**src/rtl/memory_port_arbiter_pkg.sv**
```systemverilog
// Shared types and defaults for the unified memory port arbiter.
// Holds the FSM state and bus-owner encodings plus the owner selection helper.
package memory_port_arbiter_pkg;

  typedef enum logic [1:0] {
    ARB_IDLE,
    ARB_REQ,
    ARB_WAIT,
    ARB_RESP
  } arb_state_e;

  typedef enum logic [1:0] {
    OWNER_NONE,
    OWNER_FETCH,
    OWNER_DATA
  } bus_owner_e;

  localparam int TIMEOUT_CYCLES_DEFAULT = 64;
  localparam int ADDR_WIDTH_DEFAULT     = 32;

  // Under contention data wins unless it owned the previous transaction.
  function automatic bus_owner_e pick_owner(input logic       fetch_req,
                                            input logic       data_req,
                                            input bus_owner_e last_owner);
    if (data_req && fetch_req) begin
      return (last_owner == OWNER_DATA) ? OWNER_FETCH : OWNER_DATA;
    end
    if (data_req)  return OWNER_DATA;
    if (fetch_req) return OWNER_FETCH;
    return OWNER_NONE;
  endfunction

endpackage

```
**src/rtl/memory_port_arbiter_if.sv**
```systemverilog
// Requester and memory-side signals of the unified memory port arbiter.
// The arbiter uses the slave modport; the surrounding pipeline/memory model uses master.
interface memory_port_arbiter_if #(
  parameter int ADDR_WIDTH = 32
);
  logic                  fetchReq;
  logic [ADDR_WIDTH-1:0] fetchAddr;
  logic                  fetchKill;
  logic [31:0]           fetchData;
  logic                  fetchDataValid;
  logic                  fetchError;

  logic                  dataReadReq;
  logic                  dataWriteReq;
  logic [ADDR_WIDTH-1:0] dataAddr;
  logic [31:0]           dataWdata;
  logic [3:0]            dataByteEnable;
  logic [31:0]           loadData;
  logic                  loadDataValid;
  logic                  storeComplete;
  logic                  dataError;

  logic                  memReq;
  logic                  memWrite;
  logic [ADDR_WIDTH-1:0] memAddr;
  logic [31:0]           memWdata;
  logic [3:0]            memByteEnable;
  logic                  memReady;
  logic                  memRespValid;
  logic [31:0]           memRdata;

  logic                  busy;

  modport slave (
    input  fetchReq, fetchAddr, fetchKill,
    input  dataReadReq, dataWriteReq, dataAddr, dataWdata, dataByteEnable,
    input  memReady, memRespValid, memRdata,
    output fetchData, fetchDataValid, fetchError,
    output loadData, loadDataValid, storeComplete, dataError,
    output memReq, memWrite, memAddr, memWdata, memByteEnable,
    output busy
  );

  modport master (
    output fetchReq, fetchAddr, fetchKill,
    output dataReadReq, dataWriteReq, dataAddr, dataWdata, dataByteEnable,
    output memReady, memRespValid, memRdata,
    input  fetchData, fetchDataValid, fetchError,
    input  loadData, loadDataValid, storeComplete, dataError,
    input  memReq, memWrite, memAddr, memWdata, memByteEnable,
    input  busy
  );

endinterface

```
**src/rtl/memory_port_arbiter_watchdog.sv**
```systemverilog
// Saturating cycle counter bounding how long a transaction may sit in WAIT.
// expired flags the last allowed WAIT cycle.
module memory_port_arbiter_watchdog #(
  parameter int TIMEOUT_CYCLES = 64
) (
  input  logic clock,
  input  logic reset,
  input  logic clear,
  input  logic enable,
  output logic expired
);

  localparam int                WIDTH = $clog2(TIMEOUT_CYCLES);
  localparam logic [WIDTH-1:0]  LAST  = WIDTH'(TIMEOUT_CYCLES - 1);

  logic [WIDTH-1:0] count_q;

  always_ff @(posedge clock or negedge reset) begin
    if (!reset) begin
      count_q <= '0;
    end else if (clear) begin
      count_q <= '0;
    end else if (enable && (count_q != '1)) begin
      count_q <= count_q + 1'b1;
    end
  end

  assign expired = (count_q == LAST);

endmodule

```
**src/rtl/memory_port_arbiter.sv**
```systemverilog
// Arbitrates the single memory port between instruction fetch and load/store,
// one transaction outstanding, response returned to the owning requester.
//
// state    | meaning
// ARB_IDLE | sample requests, pick owner, latch transaction fields
// ARB_REQ  | memReq held with stable fields until memReady
// ARB_WAIT | waiting for memRespValid, watchdog running
// ARB_RESP | one-cycle completion pulse to the owner, requests ignored
module memory_port_arbiter
  import memory_port_arbiter_pkg::*;
#(
  parameter int TIMEOUT_CYCLES = TIMEOUT_CYCLES_DEFAULT,
  parameter int ADDR_WIDTH     = ADDR_WIDTH_DEFAULT
) (
  input  logic                  clock,
  input  logic                  reset,
  memory_port_arbiter_if.slave  bus
);

  localparam logic [ADDR_WIDTH-1:0] WORD_MASK = {{(ADDR_WIDTH-2){1'b1}}, 2'b00};

  arb_state_e            state_q, state_d;
  bus_owner_e            owner_q, owner_d, grant;
  logic                  killed_q, killed_d;
  logic                  mem_req_q, mem_req_d;
  logic                  mem_write_q, mem_write_d;
  logic [ADDR_WIDTH-1:0] mem_addr_q, mem_addr_d;
  logic [31:0]           mem_wdata_q, mem_wdata_d;
  logic [3:0]            mem_be_q, mem_be_d;
  logic [31:0]           fetch_data_q, fetch_data_d;
  logic [31:0]           load_data_q, load_data_d;
  logic                  fetch_valid_q, fetch_valid_d;
  logic                  fetch_error_q, fetch_error_d;
  logic                  load_valid_q, load_valid_d;
  logic                  store_complete_q, store_complete_d;
  logic                  data_error_q, data_error_d;
  logic                  busy_q, busy_d;
  logic                  wd_clear, wd_enable, wd_expired, timed_out;

  memory_port_arbiter_watchdog #(
    .TIMEOUT_CYCLES(TIMEOUT_CYCLES)
  ) u_watchdog (
    .clock   (clock),
    .reset   (reset),
    .clear   (wd_clear),
    .enable  (wd_enable),
    .expired (wd_expired)
  );

  always_ff @(posedge clock or negedge reset) begin
    if (!reset) begin
      state_q          <= ARB_IDLE;
      owner_q          <= OWNER_NONE;
      killed_q         <= 1'b0;
      mem_req_q        <= 1'b0;
      mem_write_q      <= 1'b0;
      mem_addr_q       <= '0;
      mem_wdata_q      <= '0;
      mem_be_q         <= '0;
      fetch_data_q     <= '0;
      load_data_q      <= '0;
      fetch_valid_q    <= 1'b0;
      fetch_error_q    <= 1'b0;
      load_valid_q     <= 1'b0;
      store_complete_q <= 1'b0;
      data_error_q     <= 1'b0;
      busy_q           <= 1'b0;
    end else begin
      state_q          <= state_d;
      owner_q          <= owner_d;
      killed_q         <= killed_d;
      mem_req_q        <= mem_req_d;
      mem_write_q      <= mem_write_d;
      mem_addr_q       <= mem_addr_d;
      mem_wdata_q      <= mem_wdata_d;
      mem_be_q         <= mem_be_d;
      fetch_data_q     <= fetch_data_d;
      load_data_q      <= load_data_d;
      fetch_valid_q    <= fetch_valid_d;
      fetch_error_q    <= fetch_error_d;
      load_valid_q     <= load_valid_d;
      store_complete_q <= store_complete_d;
      data_error_q     <= data_error_d;
      busy_q           <= busy_d;
    end
  end

  always_comb begin
    state_d          = state_q;
    owner_d          = owner_q;
    killed_d         = killed_q;
    mem_req_d        = mem_req_q;
    mem_write_d      = mem_write_q;
    mem_addr_d       = mem_addr_q;
    mem_wdata_d      = mem_wdata_q;
    mem_be_d         = mem_be_q;
    fetch_data_d     = fetch_data_q;
    load_data_d      = load_data_q;
    fetch_valid_d    = 1'b0;
    fetch_error_d    = 1'b0;
    load_valid_d     = 1'b0;
    store_complete_d = 1'b0;
    data_error_d     = 1'b0;
    wd_clear         = 1'b0;
    wd_enable        = 1'b0;
    timed_out        = 1'b0;
    grant            = pick_owner(bus.fetchReq, bus.dataReadReq | bus.dataWriteReq, owner_q);

    // owner_q doubles as lastOwner once the FSM is back in IDLE
    if ((state_q != ARB_IDLE) && (owner_q == OWNER_FETCH) && bus.fetchKill) begin
      killed_d = 1'b1;
    end

    unique case (state_q)
      ARB_IDLE: begin
        killed_d = 1'b0;
        if (grant != OWNER_NONE) begin
          state_d   = ARB_REQ;
          owner_d   = grant;
          mem_req_d = 1'b1;
          if (grant == OWNER_DATA) begin
            mem_write_d = bus.dataWriteReq;
            mem_addr_d  = bus.dataAddr & WORD_MASK;
            mem_wdata_d = bus.dataWdata;
            mem_be_d    = bus.dataWriteReq ? bus.dataByteEnable : 4'b1111;
          end else begin
            mem_write_d = 1'b0;
            mem_addr_d  = bus.fetchAddr & WORD_MASK;
            mem_wdata_d = '0;
            mem_be_d    = 4'b1111;
          end
        end
      end
      ARB_REQ: begin
        if (bus.memReady) begin
          state_d   = ARB_WAIT;
          mem_req_d = 1'b0;
          wd_clear  = 1'b1;
        end
      end
      ARB_WAIT: begin
        wd_enable = 1'b1;
        if (bus.memRespValid || wd_expired) begin
          state_d   = ARB_RESP;
          timed_out = !bus.memRespValid;
          if (owner_q == OWNER_FETCH) begin
            if (!timed_out) fetch_data_d = bus.memRdata;
            fetch_valid_d = !timed_out && !killed_d;
            fetch_error_d = timed_out && !killed_d;
          end else begin
            if (!timed_out && !mem_write_q) load_data_d = bus.memRdata;
            load_valid_d     = !mem_write_q;
            store_complete_d = mem_write_q;
            data_error_d     = timed_out;
          end
        end
      end
      ARB_RESP: begin
        state_d = ARB_IDLE;
      end
    endcase

    busy_d = (state_d != ARB_IDLE);
  end

  assign bus.memReq         = mem_req_q;
  assign bus.memWrite       = mem_write_q;
  assign bus.memAddr        = mem_addr_q;
  assign bus.memWdata       = mem_wdata_q;
  assign bus.memByteEnable  = mem_be_q;
  assign bus.fetchData      = fetch_data_q;
  // A kill arriving in the RESP cycle itself still has to swallow the pulse.
  assign bus.fetchDataValid = fetch_valid_q & ~bus.fetchKill;
  assign bus.fetchError     = fetch_error_q & ~bus.fetchKill;
  assign bus.loadData       = load_data_q;
  assign bus.loadDataValid  = load_valid_q;
  assign bus.storeComplete  = store_complete_q;
  assign bus.dataError      = data_error_q;
  assign bus.busy           = busy_q;

endmodule

```
**src/flat_wrapper.sv**
```systemverilog
// flat-port wrapper written by rule: the top's interface ports become plain ports
module memory_port_arbiter_flat import memory_port_arbiter_pkg::*;
#(
  parameter int TIMEOUT_CYCLES = TIMEOUT_CYCLES_DEFAULT,
  parameter int ADDR_WIDTH     = ADDR_WIDTH_DEFAULT
)
  (clock, reset, bus_fetchReq, bus_fetchAddr, bus_fetchKill, bus_dataReadReq, bus_dataWriteReq, bus_dataAddr, bus_dataWdata, bus_dataByteEnable, bus_memReady, bus_memRespValid, bus_memRdata, bus_fetchData, bus_fetchDataValid, bus_fetchError, bus_loadData, bus_loadDataValid, bus_storeComplete, bus_dataError, bus_memReq, bus_memWrite, bus_memAddr, bus_memWdata, bus_memByteEnable, bus_busy);
  memory_port_arbiter_if #(.ADDR_WIDTH(ADDR_WIDTH)) bus_i ();
  input  logic clock;
  input  logic reset;
  input wire logic [$bits(bus_i.fetchReq)-1:0] bus_fetchReq;
  input wire logic [$bits(bus_i.fetchAddr)-1:0] bus_fetchAddr;
  input wire logic [$bits(bus_i.fetchKill)-1:0] bus_fetchKill;
  input wire logic [$bits(bus_i.dataReadReq)-1:0] bus_dataReadReq;
  input wire logic [$bits(bus_i.dataWriteReq)-1:0] bus_dataWriteReq;
  input wire logic [$bits(bus_i.dataAddr)-1:0] bus_dataAddr;
  input wire logic [$bits(bus_i.dataWdata)-1:0] bus_dataWdata;
  input wire logic [$bits(bus_i.dataByteEnable)-1:0] bus_dataByteEnable;
  input wire logic [$bits(bus_i.memReady)-1:0] bus_memReady;
  input wire logic [$bits(bus_i.memRespValid)-1:0] bus_memRespValid;
  input wire logic [$bits(bus_i.memRdata)-1:0] bus_memRdata;
  output wire logic [$bits(bus_i.fetchData)-1:0] bus_fetchData;
  output wire logic [$bits(bus_i.fetchDataValid)-1:0] bus_fetchDataValid;
  output wire logic [$bits(bus_i.fetchError)-1:0] bus_fetchError;
  output wire logic [$bits(bus_i.loadData)-1:0] bus_loadData;
  output wire logic [$bits(bus_i.loadDataValid)-1:0] bus_loadDataValid;
  output wire logic [$bits(bus_i.storeComplete)-1:0] bus_storeComplete;
  output wire logic [$bits(bus_i.dataError)-1:0] bus_dataError;
  output wire logic [$bits(bus_i.memReq)-1:0] bus_memReq;
  output wire logic [$bits(bus_i.memWrite)-1:0] bus_memWrite;
  output wire logic [$bits(bus_i.memAddr)-1:0] bus_memAddr;
  output wire logic [$bits(bus_i.memWdata)-1:0] bus_memWdata;
  output wire logic [$bits(bus_i.memByteEnable)-1:0] bus_memByteEnable;
  output wire logic [$bits(bus_i.busy)-1:0] bus_busy;
  assign bus_i.fetchReq = bus_fetchReq;
  assign bus_i.fetchAddr = bus_fetchAddr;
  assign bus_i.fetchKill = bus_fetchKill;
  assign bus_i.dataReadReq = bus_dataReadReq;
  assign bus_i.dataWriteReq = bus_dataWriteReq;
  assign bus_i.dataAddr = bus_dataAddr;
  assign bus_i.dataWdata = bus_dataWdata;
  assign bus_i.dataByteEnable = bus_dataByteEnable;
  assign bus_i.memReady = bus_memReady;
  assign bus_i.memRespValid = bus_memRespValid;
  assign bus_i.memRdata = bus_memRdata;
  assign bus_fetchData = bus_i.fetchData;
  assign bus_fetchDataValid = bus_i.fetchDataValid;
  assign bus_fetchError = bus_i.fetchError;
  assign bus_loadData = bus_i.loadData;
  assign bus_loadDataValid = bus_i.loadDataValid;
  assign bus_storeComplete = bus_i.storeComplete;
  assign bus_dataError = bus_i.dataError;
  assign bus_memReq = bus_i.memReq;
  assign bus_memWrite = bus_i.memWrite;
  assign bus_memAddr = bus_i.memAddr;
  assign bus_memWdata = bus_i.memWdata;
  assign bus_memByteEnable = bus_i.memByteEnable;
  assign bus_busy = bus_i.busy;
  memory_port_arbiter #(.TIMEOUT_CYCLES(TIMEOUT_CYCLES), .ADDR_WIDTH(ADDR_WIDTH)) u_core (.clock(clock), .reset(reset), .bus(bus_i));
endmodule
```
**config.mk**
```make
export PLATFORM = sky130hd
export DESIGN_NAME = memory_port_arbiter_flat
export DESIGN_NICKNAME = d
export VERILOG_FILES = /design/src/rtl/memory_port_arbiter_pkg.sv /design/src/rtl/memory_port_arbiter_if.sv /design/src/rtl/memory_port_arbiter_watchdog.sv /design/src/rtl/memory_port_arbiter.sv /design/src/flat_wrapper.sv
export SDC_FILE = /design/constraint.sdc
export NUM_CORES = 1
export LEC_CHECK = 0
export BUFFER_PORTS_ARGS = -buffer_cell sky130_fd_sc_hd__buf_4
export CAP_MARGIN = 20
export CORE_ASPECT_RATIO = 1.1
export CORE_MARGIN = 5
export CORE_UTILIZATION = 51
export DETAILED_ROUTE_END_ITERATION = 6
export GPL_TIMING_DRIVEN = 1
export PLACE_DENSITY_LB_ADDON = 0.3
export SYNTH_ARGS = -nofsm -noshare
export SYNTH_HDL_FRONTEND = slang
export SYNTH_SLANG_ARGS = --single-unit
```
**constraint.sdc**
```tcl
create_clock -name clock -period 5 [get_ports clock]
set_clock_uncertainty 0.15 [all_clocks]
set_input_delay 0.75 -clock clock [delete_from_list [all_inputs] [get_ports clock]]
set_output_delay 0.75 -clock clock [all_outputs]
set_load 0.02 [all_outputs]
```
== Word-level counts from Yosys, hierarchy flattened ==
Index checks and enable logic that the tools add are counted.

* Bits in registers: 151
* Bits of input ports: 140

* $add $sub $neg: 1
* Equality and inequality tests: 10
* Multiplexer cells: 47
* Bitwise logic cells: 5
* Reductions and logical operators: 21

{| class="wikitable"
|+ Operators by type and width
! kind !! count
|-
| 2-to-1 mux 32 bit || 2
|-
| 2-to-1 mux 1 bit || 29
|-
| 2-to-1 mux 2 bit || 10
|-
| 2-to-1 mux 6 bit || 2
|-
| nonzero test 2 bit || 5
|-
| equality test 2 bit (second input constant) || 4
|-
| 2-to-1 mux 4 bit || 2
|-
| one-hot mux 2 bit (4 select lines) || 1
|-
| AND reduction 4 bit || 2
|-
| logical AND 1 bit || 7
|-
| adder 6 x 1 -> 6 bit (second input constant) || 1
|-
| equality test 6 bit (second input constant) || 1
|-
| != test 6 bit (second input constant) || 1
|-
| equality test 2 x 1 -> 1 bit (second input constant) || 2
|-
| zero test 1 bit || 3
|-
| AND reduction 3 bit || 1
|-
| bitwise AND 1 bit || 2
|-
| zero test 2 bit || 1
|-
| != test 2 x 1 -> 1 bit (second input constant) || 1
|-
| != test 2 bit (second input constant) || 1
|-
| inverter 1 bit || 2
|-
| one-hot mux 1 bit (2 select lines) || 1
|-
| AND reduction 2 bit || 1
|-
| logical OR 1 bit || 1
|-
| bitwise OR 1 bit || 1
|}

== Depth between registers and ports, before layout ==
Gate-level depths: netlist (run 1).

* Depth after elaboration: 13
* Mapped depth: 5

== Hierarchy ==
From an unflattened synthesis (run 1), not the netlist that was laid out.

* Cell total of the unflattened synthesis: 480
* Area, all modules: 6164.7 µm²

{| class="wikitable"
|+ Modules (own cells, without submodules)
! module !! instances !! cells each !! area an instance (µm²) !! seq. area each (µm²)
|-
| memory_port_arbiter || 1 || 441 || 5784.3 || 3578.4
|-
| memory_port_arbiter_watchdog || 1 || 39 || 380.4 || 150.1
|}

== Least setup slack after synthesis (run 1) ==
OpenSTA, ideal clock, no wires.

* Path kind: input -> register
* From: input port bus_fetchReq
* To: register u_core.state_q[0]
* Setup time: 0.131 ns
* Arrival: 1.684 ns
* Required time: 4.719 ns
* Setup slack: 3.035 ns
* Stages on the path: 5
* Path through: or3_1 clkbuf_1 nand2_1 buf_4 o211ai_1

* Cells in the longest elaborated chain, start to end: 9

{| class="wikitable"
|+ Ends and longest elaborated chain
! item !! line !! RTL
|-
| start, declared || flat_wrapper.sv:11 || <nowiki>input wire logic [$bits(bus_i.fetchReq)-1:0] bus_fetchReq;</nowiki>
|-
| 2-to-1 mux 1 bit (2 in a row) || memory_port_arbiter_pkg.sv:29 || <nowiki>if (fetch_req) return OWNER_FETCH;</nowiki>
|-
| 2-to-1 mux 1 bit || memory_port_arbiter_pkg.sv:28 || <nowiki>if (data_req) return OWNER_DATA;</nowiki>
|-
| 2-to-1 mux 2 bit || memory_port_arbiter_pkg.sv:30 || <nowiki>return OWNER_NONE;</nowiki>
|-
| 2-to-1 mux 2 bit || memory_port_arbiter_pkg.sv:29 ||
|-
| 2-to-1 mux 2 bit * || memory_port_arbiter_pkg.sv:28 ||
|-
| nonzero test 2 bit * || memory_port_arbiter.sv:117 || <nowiki>if (grant != OWNER_NONE) begin</nowiki>
|-
| 2-to-1 mux 2 bit * || memory_port_arbiter.sv:117 ||
|-
| one-hot mux 2 bit (4 select lines) * || memory_port_arbiter.sv:114 || <nowiki>unique case (state_q)</nowiki>
|-
| via u_core.state_d[0] || memory_port_arbiter.sv:22 || <nowiki>arb_state_e state_q, state_d;</nowiki>
|-
| end signal, assigned || memory_port_arbiter.sv:69 || <nowiki>state_q <= state_d;</nowiki>
|-
| end, declared || memory_port_arbiter.sv:22 ||
|}

The timed path passes the listed nets; every way through them passes the cells marked *. The select of a mux whose other input is x is not followed.
A chain may end at the register's enable or synchronous reset.

== Worst setup path in the final report (run 1) ==
* From: register u_core.state_q[0]
* To: register u_core.fetch_data_q[20], in the netlist u_core.bus.fetchData[20]

* Cells in the longest elaborated chain, start to end: 2

{| class="wikitable"
|+ Ends and longest elaborated chain
! item !! line !! RTL
|-
| equality test 2 bit || memory_port_arbiter.sv:114 ||
|-
| AND reduction 4 bit (no source line) || -- ||
|-
| end signal, assigned || memory_port_arbiter.sv:77 || <nowiki>fetch_data_q <= fetch_data_d;</nowiki>
|-
| end, declared || memory_port_arbiter.sv:30 || <nowiki>logic [31:0] fetch_data_q, fetch_data_d;</nowiki>
|}

Every way passes these cells.

==> impl_metrics.csv, run 1 <==
group,metric,value,unit
place,io_buffers,273,
routing,wl_per_cell,19.2,um
clock_network,cts_tree,"built",
worst_setup_path,crit_path_start,"u_core.state_q[0]$_DFF_PN0_",
floorplan,die_h,125,um
final_layout,layout_commonest_cell,"buf_4",
worst_setup_path,cp.required,5.13,ns
floorplan,core_area,0.0119,mm^2
worst_setup_path,path_buf_inv,0,
sta,finalCritPeriodShare,47.2,%
floorplan,rows,42,
clock_network,cts.path.max_buffers,2,
grt,grt_overflow,0,
final_layout,drive_gt1_share,50.8,%
worst_hold_path,min_path_type,"input port to asynchronous set/reset pin",
clock_network,cts_resized,0,
clock_network,path_clk_slew,0.06,ns
power_and_ir_drop,p_leak,4.31,nW
final_layout,utilization,75.0,%
worst_setup_path,path_class,"register to register",
clock_network,cts_buffers,17,
logic_synthesis,synth_cell_types,46,
logic_synthesis,synth_area_leader_cell,"dfrtp_1",
floorplan,num_io_pins,280,
place,dp_hpwl,12.5,mm
sta,final-setup-viol-count,0,
place,place_congestion,0.809,
logic_synthesis,synthCells,487,
worst_setup_path,path_cells,"and2b_1 -> nand3_2 -> mux2_2",
logic_synthesis,yosysTopAreaCellShare,61.0,%
grt,grt_pass1_wl,28.2,mm
sta,drv_slew,0,
routing,vias_per_cell,5.58,
logic_synthesis,syn_area,0.00611,mm^2
power_and_ir_drop,p_per_area,691,mW/mm^2
clock_network,cts_sinks,149,
grt,grt_pass1_vias,5290,
logic_synthesis,yosys-top-cells-area,"dfrtp_1 61%, mux2_2 12%, a22o_1 4.6%",
worst_setup_path,r2r_start,"u_core.state_q[0]$_DFF_PN0_",
flow_run,maxCapViolations,0,
routing,first_pass_iters,5,
logic_synthesis,ys_seq_area_share,61.0,%
grt,grt.total_usage,24.8,%
clock_network,hold_buffers,0,
floorplan,die_area,0.0143,mm^2
sta,slew_headroom,29.7,%
routing,vias,5118,
final_layout,nFillCells,762,
power_and_ir_drop,ir_worst_vdd,0.000370,V
logic_synthesis,yosysWarningCount,0,
sta,fin_tns_setup,0,ns
clock_network,htree_levels,4,
grt,grt_start_max_net_pins,122,
routing,drt-total-wl,17.6,mm
final_layout,stdcell_area,0.00890,mm^2
worst_setup_path,worst_path_max_delay_cell,"nand3_2",
sta,finalHoldViolations,0,
worst_setup_path,slowest_delay,0.67,ns
logic_synthesis,synth_area_per_cell,12.5,um^2
grt,antenna_found_initial,0,
status,status,"complete, no violations",
logic_synthesis,synth_edf_count,0,
sta,worstMarginPinSlew,1.05,ns
sta,period_minus_slack,2.36,ns
routing,initialDrtViolationCount,384,
floorplan,die_w,114,um
place,place_area,0.00822,mm^2
worst_setup_path,startpoint_type,"register",
final_layout,area_growth,45.7,%
clock_network,root_buffer,"clkbuf_16",
worst_setup_path,crit_fanout,33,
clock_network,postCtsSetupRepairBufs,0,
routing,ant_nets,0,
logic_synthesis,synthArstFlopShare,100,%
routing,remaining_drc_errors,0,
logic_synthesis,ys.flop_type,"dfrtp_1",
final_layout,num_antenna_cells,0,
final_layout,nNetsFinal,892,
clock_network,insertion_delay,0.40,ns
worst_setup_path,worstPathArrival,2.49,ns
logic_synthesis,synth_seq_cells,149,
worst_setup_path,endpoint_kind,"register",
sta,fmax,424,MHz
worst_setup_path,path_delay_family,"simple AND/OR/NAND/NOR gates",
sta,rsz0062_at_grt,"no",
final_layout,mostFrequentLayoutCells,"278 x buf_4, 149 x dfrtp_1, 64 x mux2_2",
floorplan,initial_core_util,51.4,%
[worst reg2reg max path: stages (launching register included)]
cell	delay (ns)
dfrtp_1	0.53
and2b_1	0.32
nand3_2	0.67
mux2_2	0.57
[power by group]
| part | total (mW) | switching [mW] | internal, mW |
|---|---|---|---|
| Clock | 1.31 | 0.507 | 0.808 |
| Sequential | 2.10 | 0.351 | 1.75 |
| Combinational | 2.74 | 1.48 | 1.25 |
[stage by stage]
step	std cells	total power [mW]	hold WS [ns]	setup slack, ns
floorplan	488	3.62	0.304	3.04
finish	918	6.15	0.0245	2.64
detailed placement	883	4.85	0.342	2.31
global route	918	6.48	0.0161	2.48
global placement	882	4.73	0.328	2.34
CTS	915	6.17	0.355	2.63
[cells by family (layout without fill, tap and decap cells)]
| family | Yosys count | count (layout) | synth area share (%) |
|---|---|---|---|
| buffers and inverters | 42 | 318 | 3.52 |
| AOI/OAI and AO/OA | 146 | 146 | 15.5 |
| and+or+nand+nor | 84 | 84 | 7.91 |
| adders and majority gates | 1 | 1 | 0.205 |
| DFF | 149 | 149 | 61.0 |
| muxes | 64 | 64 | 11.8 |
| other | 1 | 2 | 0.0614 |
[cells in the mapped netlist (3+ instances only)]
master,instances
a21boi_0,3
a21oi_1,35
a22o_1,32
a31oi_1,31
buf_2,10
buf_4,6
buf_6,3
clkbuf_1,20
dfrtp_1,149
inv_1,3
mux2_2,64
nand2_1,13
nand3_1,31
nor2_1,8
nor3_1,5
o21ai_0,31
o22a_1,4
[sequential cells by signal, indices dropped and copies added, names as in the netlist]
name                       cells
u_core.bus.busy                1
u_core.bus.dataError           1
u_core.bus.fetchData          32
u_core.bus.loadData           32
u_core.bus.loadDataValid       1
u_core.bus.memAddr            30
u_core.bus.memByteEnable       4
u_core.bus.memReq              1
u_core.bus.memWdata           32
u_core.bus.memWrite            1
u_core.bus.storeComplete       1
u_core.fetch_error_q           1
u_core.fetch_valid_q           1
u_core.killed_q                1
u_core.owner_q                 2
u_core.state_q                 2
u_core.u_watchdog.count_q      6
[metal layers]
layer	vias up	part of all wire, %	track usage [%]
met5	-	0	0
met4	0	1.7	8.25
met3	21	10	7.58
met2	284	50	40.7
met1	2476	38	31.3
li1	2337	-	-
[path summary, 6_finish.rpt]
check                                                       endpoint  slack, ns  depth (start not counted)
worst min register to register         u_core.bus.memReq$_DFFE_PN0P_       0.35                          2
min in group clock                     u_core.bus.memReq$_DFFE_PN0P_       0.35                          2
worst min-delay path              u_core.bus.loadData[5]$_DFFE_PN0P_       0.02                          1
max in group asynchronous       u_core.bus.fetchData[28]$_DFFE_PN0P_       3.53                          3
worst max-delay path            u_core.bus.fetchData[20]$_DFFE_PN0P_       2.64                          3
worst max register to register  u_core.bus.fetchData[20]$_DFFE_PN0P_       2.64                          3
[final cells by class]
class,count,area (um^2),area share [%]
multi-input combinational,297,2170,24.4
clock buffer,19,443,4.98
sequential,149,3730,41.9
timing repair buffer,283,2180,24.5
tap,154,193,2.16
clock inverter,13,171,1.93
inverter,3,11.3,0.126
Note: power is estimated with default switching activity, not from simulation.
==> run 2, diff against run 1 <==
--- a/config.mk
+++ b/config.mk
@@ -5,11 +5,12 @@
 export SDC_FILE = /design/constraint.sdc
 export NUM_CORES = 1
 export LEC_CHECK = 0
+export ABC_AREA = 1
 export BUFFER_PORTS_ARGS = -buffer_cell sky130_fd_sc_hd__buf_4
 export CAP_MARGIN = 20
 export CORE_ASPECT_RATIO = 1.1
 export CORE_MARGIN = 5
-export CORE_UTILIZATION = 51
+export CORE_UTILIZATION = 47
 export DETAILED_ROUTE_END_ITERATION = 6
 export GPL_TIMING_DRIVEN = 1
 export PLACE_DENSITY_LB_ADDON = 0.3
==> constraint.sdc (replaced) <==
create_clock -name clock -period 2.4 [get_ports clock]
set_clock_uncertainty 0.15 [all_clocks]
set_input_delay 0.36 -clock clock [delete_from_list [all_inputs] [get_ports clock]]
set_output_delay 0.36 -clock clock [all_outputs]
set_load 0.02 [all_outputs]
==> impl_metrics.csv, run 2 <==
group,metric,value,unit
status,status,"complete, no violations",
logic_synthesis,yosysTopAreaCellShare,62.0,%
logic_synthesis,synthMostInstantiatedCell,"nand2_1",
power_and_ir_drop,p_per_area,1390,mW/mm^2
power_and_ir_drop,p_leak,4.83,nW
final_layout,area_growth,52.4,%
grt,grt_pass1_vias,5746,
final_layout,layout_commonest_cell,"buf_4",
routing,remaining_drc_errors,0,
logic_synthesis,synthArstFlopShare,100,%
sta,period_minus_slack,1.92,ns
final_layout,drive_gt1_share,33.1,%
logic_synthesis,synth_common_cells,"190 x nand2_1, 149 x dfrtp_1, 71 x nor2_1",
floorplan,die_w,118,um
logic_synthesis,synth_area_per_cell,9.00,um^2
power_and_ir_drop,ir_worst_vdd,0.000819,V
floorplan,core_area,0.0126,mm^2
clock_network,cts_buffers,17,
worst_setup_path,crit_fanout,33,
routing,drt-total-wl,18.0,mm
routing,wl_per_cell,15.9,um
routing,vias,5678,
final_layout,stdcell_area,0.00916,mm^2
sta,worst_slack,0.477,ns
sta,finalCritPeriodShare,80.1,%
clock_network,root_buffer,"clkbuf_16",
routing,initialDrtViolationCount,582,
logic_synthesis,ys_seq_area_share,62.0,%
grt,grt_start_max_net_pins,66,
logic_synthesis,synth_edf_count,0,
worst_setup_path,startpoint_type,"register",
floorplan,die_h,129,um
logic_synthesis,synthCells,668,
floorplan,num_io_pins,280,
routing,first_pass_iters,5,
sta,drv_slew,0,
place,io_buffers,273,
power_and_ir_drop,finalPower,12.8,mW
grt,antenna_found_initial,0,
sta,fin_tns_setup,0,ns
sta,hold_ws,0.0125,ns
routing,ant_nets,0,
floorplan,rows,43,
clock_network,hold_buffers,29,
logic_synthesis,ys.flop_type,"dfrtp_1",
clock_network,path_clk_slew,0.06,ns
grt,grt.total_usage,23.7,%
worst_setup_path,cp.required,2.59,ns
grt,grt_overflow,0,
routing,vias_per_cell,5.01,
place,place_area,0.00824,mm^2
clock_network,cts.path.max_buffers,2,
logic_synthesis,synth_area_leader_cell,"dfrtp_1",
worst_setup_path,endpoint_kind,"register",
clock_network,cts_sinks,149,
flow_run,maxCapViolations,0,
clock_network,insertion_delay,0.40,ns
worst_hold_path,min_path_type,"input port to register",
clock_network,cts_tree,"built",
final_layout,nNetsFinal,1106,
sta,slew_headroom,62.2,%
place,place_congestion,0.776,
sta,worstMarginPinSlew,0.566,ns
place,dp_hpwl,12.4,mm
logic_synthesis,yosysWarningCount,0,
place,dp_slack,0.413,ns
logic_synthesis,synth_cell_types,25,
logic_synthesis,syn_area,0.00601,mm^2
floorplan,initial_core_util,47.8,%
grt,grt_pass1_wl,29.0,mm
worst_setup_path,path_class,"register to register",
final_layout,num_antenna_cells,0,
sta,finalHoldViolations,0,
clock_network,cts_resized,0,
sta,final-setup-viol-count,0,
final_layout,mostFrequentLayoutCells,"279 x buf_4, 190 x nand2_1, 149 x dfrtp_1",
worst_setup_path,worstPathArrival,2.11,ns
clock_network,postCtsSetupRepairBufs,0,
clock_network,htree_levels,4,
floorplan,die_area,0.0152,mm^2
logic_synthesis,yosys-top-cells-area,"dfrtp_1 62%, nand2_1 12%, nor2_1 4.4%",
sta,fmax,520,MHz
logic_synthesis,synth_seq_cells,149,
sta,rsz0062_at_grt,"no",
[run 2: cell types whose count changed after synthesis, sizes merged, moves of 4 or more]
| cell | before | now |
|---|---|---|
| nand4 | 0 | 4 |
| nor3 | 6 | 10 |
| nor2 | 10 | 72 |
| a22o | 32 | 0 |
| o22a | 4 | 0 |
| mux2 | 64 | 0 |
| inv | 3 | 53 |
| o21ai | 31 | 37 |
| nand2 | 13 | 190 |
| nand3 | 32 | 41 |
[run 2: area by class of cell]
class | instances | area [um^2]
Sequential cell | 149 | 3730
Fill cell | 961 | 3430
Timing Repair Buffer | 315 | 2510
Multi-Input combinational cell | 429 | 1910
Clock buffer | 19 | 443
Inverter | 53 | 199
Tap cell | 157 | 196
Clock inverter | 12 | 176
[run 2: path summary, 6_finish.rpt]
check | start | end | slack, ns | depth (start not counted)
max in group asynchronous | reset | u_core.owner_q[0]$_DFFE_PN0P_ | 1.19 | 3
max | u_core.state_q[1]$_DFF_PN0_ | u_core.bus.memWdata[6]$_DFFE_PN0P_ | 0.48 | 7
min reg2reg | u_core.bus.memReq$_DFFE_PN0P_ | u_core.bus.memReq$_DFFE_PN0P_ | 0.33 | 2
min | bus_dataWdata[7] | u_core.bus.memWdata[7]$_DFFE_PN0P_ | 0.01 | 3
min in group asynchronous | reset | u_core.bus.loadData[10]$_DFFE_PN0P_ | 0.26 | 2
max reg2reg | u_core.state_q[1]$_DFF_PN0_ | u_core.bus.memWdata[6]$_DFFE_PN0P_ | 0.48 | 7
[run 2: worst max-delay path, stage by stage (launching register included)]
cell and delay, ns:
dfrtp_1 0.41, inv_2 0.10, nand2_1 0.13, a21oi_4 0.19, nand3_1 0.14, inv_2 0.46
nand2_1 0.16, nand2_1 0.10
[run 2: metal layers]
layer | GRT usage (%) | share of wire (%) | vias up
met1 | 27.9 | 38 | 2650
met2 | 39.3 | 49 | 269
met3 | 9.85 | 10 | 32
met4 | 8.64 | 2.7 | 0
met5 | 0 | 0 | -
li1 | - | - | 2727
[run 2: report_power, final]
group          total (mW)  leakage (nW)  internal, mW  switching [mW]
sequential           4.31          1.81          3.66           0.649
clock                2.80         0.300          1.77            1.03
combinational        5.66          2.72          2.30            3.36
total                12.8          4.83          7.72            5.04
[run 2: logic make-up (layout without fill, tap and decap cells)]
family                     Yosys count  in the layout  synth area share, %
and+or+nand+nor                    318            318                 21.3
DFF                                149            149                 62.0
AOI/OAI and AO/OA                  106            106                 9.76
buffers and inverters               91            399                 6.33
xor gates and xnor gates             2              2                0.291
adders and majority gates            1              1                0.208
other                                1              2               0.0624
[run 2: stage by stage]
stage,utilization (%),cells
after floorplan,-,669
after global placement,65.5,1073
after detailed placement,65.5,1073
after CTS,72.7,1133
after global routing,72.8,1134
final,72.8,1134
==> run 3, diff against run 2 <==
--- a/config.mk
+++ b/config.mk
@@ -5,12 +5,12 @@
 export SDC_FILE = /design/constraint.sdc
 export NUM_CORES = 1
 export LEC_CHECK = 0
-export ABC_AREA = 1
+export ABC_AREA = 0
 export BUFFER_PORTS_ARGS = -buffer_cell sky130_fd_sc_hd__buf_4
 export CAP_MARGIN = 20
 export CORE_ASPECT_RATIO = 1.1
 export CORE_MARGIN = 5
-export CORE_UTILIZATION = 47
+export CORE_UTILIZATION = 42
 export DETAILED_ROUTE_END_ITERATION = 6
 export GPL_TIMING_DRIVEN = 1
 export PLACE_DENSITY_LB_ADDON = 0.3
==> constraint.sdc (replaced) <==
create_clock -name clock -period 1.7 [get_ports clock]
set_clock_uncertainty 0.15 [all_clocks]
set_input_delay 0.255 -clock clock [delete_from_list [all_inputs] [get_ports clock]]
set_output_delay 0.255 -clock clock [all_outputs]
set_load 0.02 [all_outputs]
==> impl_metrics.csv, run 3 (synthesized netlist as in run 1, its figures left out) <==
group,metric,value,unit
power_and_ir_drop,switching_share,37.9,%
final_layout,nNetsFinal,1053,
power_and_ir_drop,power.internal,12.3,mW
worst_setup_path,endpoint_kind,"register",
status,status,"finished, violations left",
clock_network,cts_buffers,17,
floorplan,initial_core_util,42.6,%
floorplan,die_area,0.0171,mm^2
place,io_buffers,273,
grt,grt_pass1_vias,6471,
routing,remaining_drc_errors,0,
clock_network,cts_tree,"built",
final_layout,num_antenna_cells,0,
floorplan,die_h,136,um
place,place_congestion,0.874,
grt,grt_overflow,0,
grt,antenna_found_initial,0,
clock_network,cts_sinks,149,
final_layout,utilization,75.3,%
place,place_area,0.00854,mm^2
worst_setup_path,cp.required,1.85,ns
final_layout,nFillCells,840,
floorplan,rows,46,
grt,grt.total_usage,25.9,%
final_layout,mostFrequentLayoutCells,"296 x buf_4, 149 x dfrtp_1, 131 x dlygate4sd3_1",
floorplan,die_w,125,um
routing,first_pass_iters,5,
routing,ant_nets,0,
sta,fin_tns_setup,-1.31,ns
routing,vias,6038,
sta,finalCritPeriodShare,104,%
worst_setup_path,reg2reg_slack,-0.07,ns
status,violations,"setup timing",
place,dp_hpwl,13.6,mm
grt,grt_start_max_net_pins,51,
clock_network,root_buffer,"clkbuf_16",
worst_setup_path,startpoint_type,"register",
final_layout,stdcell_area,0.0108,mm^2
sta,finalHoldViolations,0,
routing,drt-total-wl,23.5,mm
flow_run,maxCapViolations,0,
worst_setup_path,crit_fanout,8,
worst_setup_path,worstPathArrival,1.92,ns
sta,drv_slew,0,
power_and_ir_drop,finalPower,19.9,mW
final_layout,area_growth,76.7,%
clock_network,cts.path.max_buffers,2,
floorplan,core_area,0.0143,mm^2
floorplan,num_io_pins,280,
sta,period_minus_slack,1.77,ns
final_layout,layout_commonest_cell,"buf_4",
clock_network,path_clk_slew,0.07,ns
clock_network,insertion_delay,0.42,ns
final_layout,drive_gt1_share,45.6,%
power_and_ir_drop,sequentialPowerShare,31.4,%
power_and_ir_drop,p_sw,7.53,mW
power_and_ir_drop,pwr-share-comb,47.6,%
routing,vias_per_cell,5.41,
sta,worstMarginPinSlew,0.613,ns
worst_hold_path,min_path_type,"input port to register",
clock_network,htree_levels,4,
routing,initialDrtViolationCount,412,
worst_setup_path,path_class,"register to register",
power_and_ir_drop,p_leak,5.16,nW
routing,wl_per_cell,21.0,um
power_and_ir_drop,p_clk_share,21.1,%
sta,rsz0062_at_grt,"yes",
sta,fmax,566,MHz
grt,grt_pass1_wl,35.0,mm
sta,final-setup-viol-count,33,
power_and_ir_drop,ir_worst_vdd,0.000889,V
sta,worst_slack,-0.0680,ns
power_and_ir_drop,p_per_area,1840,mW/mm^2
sta,slew_headroom,59.1,%
## run 3: changes by cell type in the layout (fill, tap and decap cells not counted), moves of 17 or more
cell	previous run	this run
inv_1	49	3
buf_4	279	296
nand2_1	190	13
dlygate4sd3_1	30	131
mux2_4	0	29
mux2_2	0	35
nor2_1	71	8
a22o_1	0	32
## run 3: worst max-delay path, cell delays in order (launching register included)
cell and delay (ns):
dfrtp_1 0.40, nand2b_4 0.16, nor4b_4 0.26, buf_6 0.18
clkbuf_16 0.19, mux2_4 0.32
## run 3: power by group through the flow
stage	clock network, mW	logic (mW)	registers, mW
after global routing	4.40	9.98	6.36
after CTS	4.22	8.92	6.12
after global placement	0	8.30	6.07
after floorplan	0	2.82	7.84
after detailed placement	0	8.52	6.13
final	4.18	9.44	6.23
## run 3: cell type report
type                       count  area [um^2]  area share (%)
clock buffer                  18          429            3.98
timing repair buffer         444         3870            35.8
multi-input combinational    297         2300            21.3
tap                          192          240            2.23
inverter                       3         11.3           0.104
sequential                   149         3730            34.5
clock inverter                14          220            2.04
## run 3: worst paths after layout
path                                          startpoint                             endpoint  cells after the start
setup / recovery             u_core.state_q[0]$_DFF_PN0_  u_core.bus.loadData[19]$_DFFE_PN0P_                      5
hold / removal                             bus_fetchKill       u_core.fetch_valid_q$_DFF_PN0_                      3
setup reg to reg             u_core.state_q[0]$_DFF_PN0_  u_core.bus.loadData[19]$_DFFE_PN0P_                      5
hold reg to reg            u_core.bus.memReq$_DFFE_PN0P_        u_core.bus.memReq$_DFFE_PN0P_                      2
max in group asynchronous                          reset  u_core.bus.memWdata[19]$_DFFE_PN0P_                      3
min in group asynchronous                          reset  u_core.bus.fetchData[4]$_DFFE_PN0P_                      2
## run 3: through the flow
| stage | hold slack [ns] | std cells | setup slack (ns) |
|---|---|---|---|
| floorplan | -0.191 | 488 | -0.0479 |
| global placement | 0.0868 | 946 | -0.0273 |
| detailed placement | 0.0967 | 946 | -0.0670 |
| CTS | -0.0849 | 1110 | -0.0811 |
| global route | 0.0232 | 1117 | -0.0956 |
| finish | 0.0341 | 1117 | -0.0680 |
## run 3: repair_timing
item,CTS,global route
cloned,1,4
hold buffers,130,1
setup endpoints to repair,65,76
gates resized for setup,2,38
hold endpoints to repair,176,2
setup buffers,1,2
pin swaps,1,3
## run 3: metal layers
metal | GRT usage [%] | vias to the layer above | share of wire (%) | routed length (um)
met2 | 43.7 | 384 | 50 | 11800
met5 | 0 | - | 0 | 0
met1 | 30.9 | 2956 | 38 | 8850
met4 | 9.58 | 0 | 2.5 | 598
met3 | 9.02 | 44 | 9.4 | 2200
li1 | - | 2654 | - | -
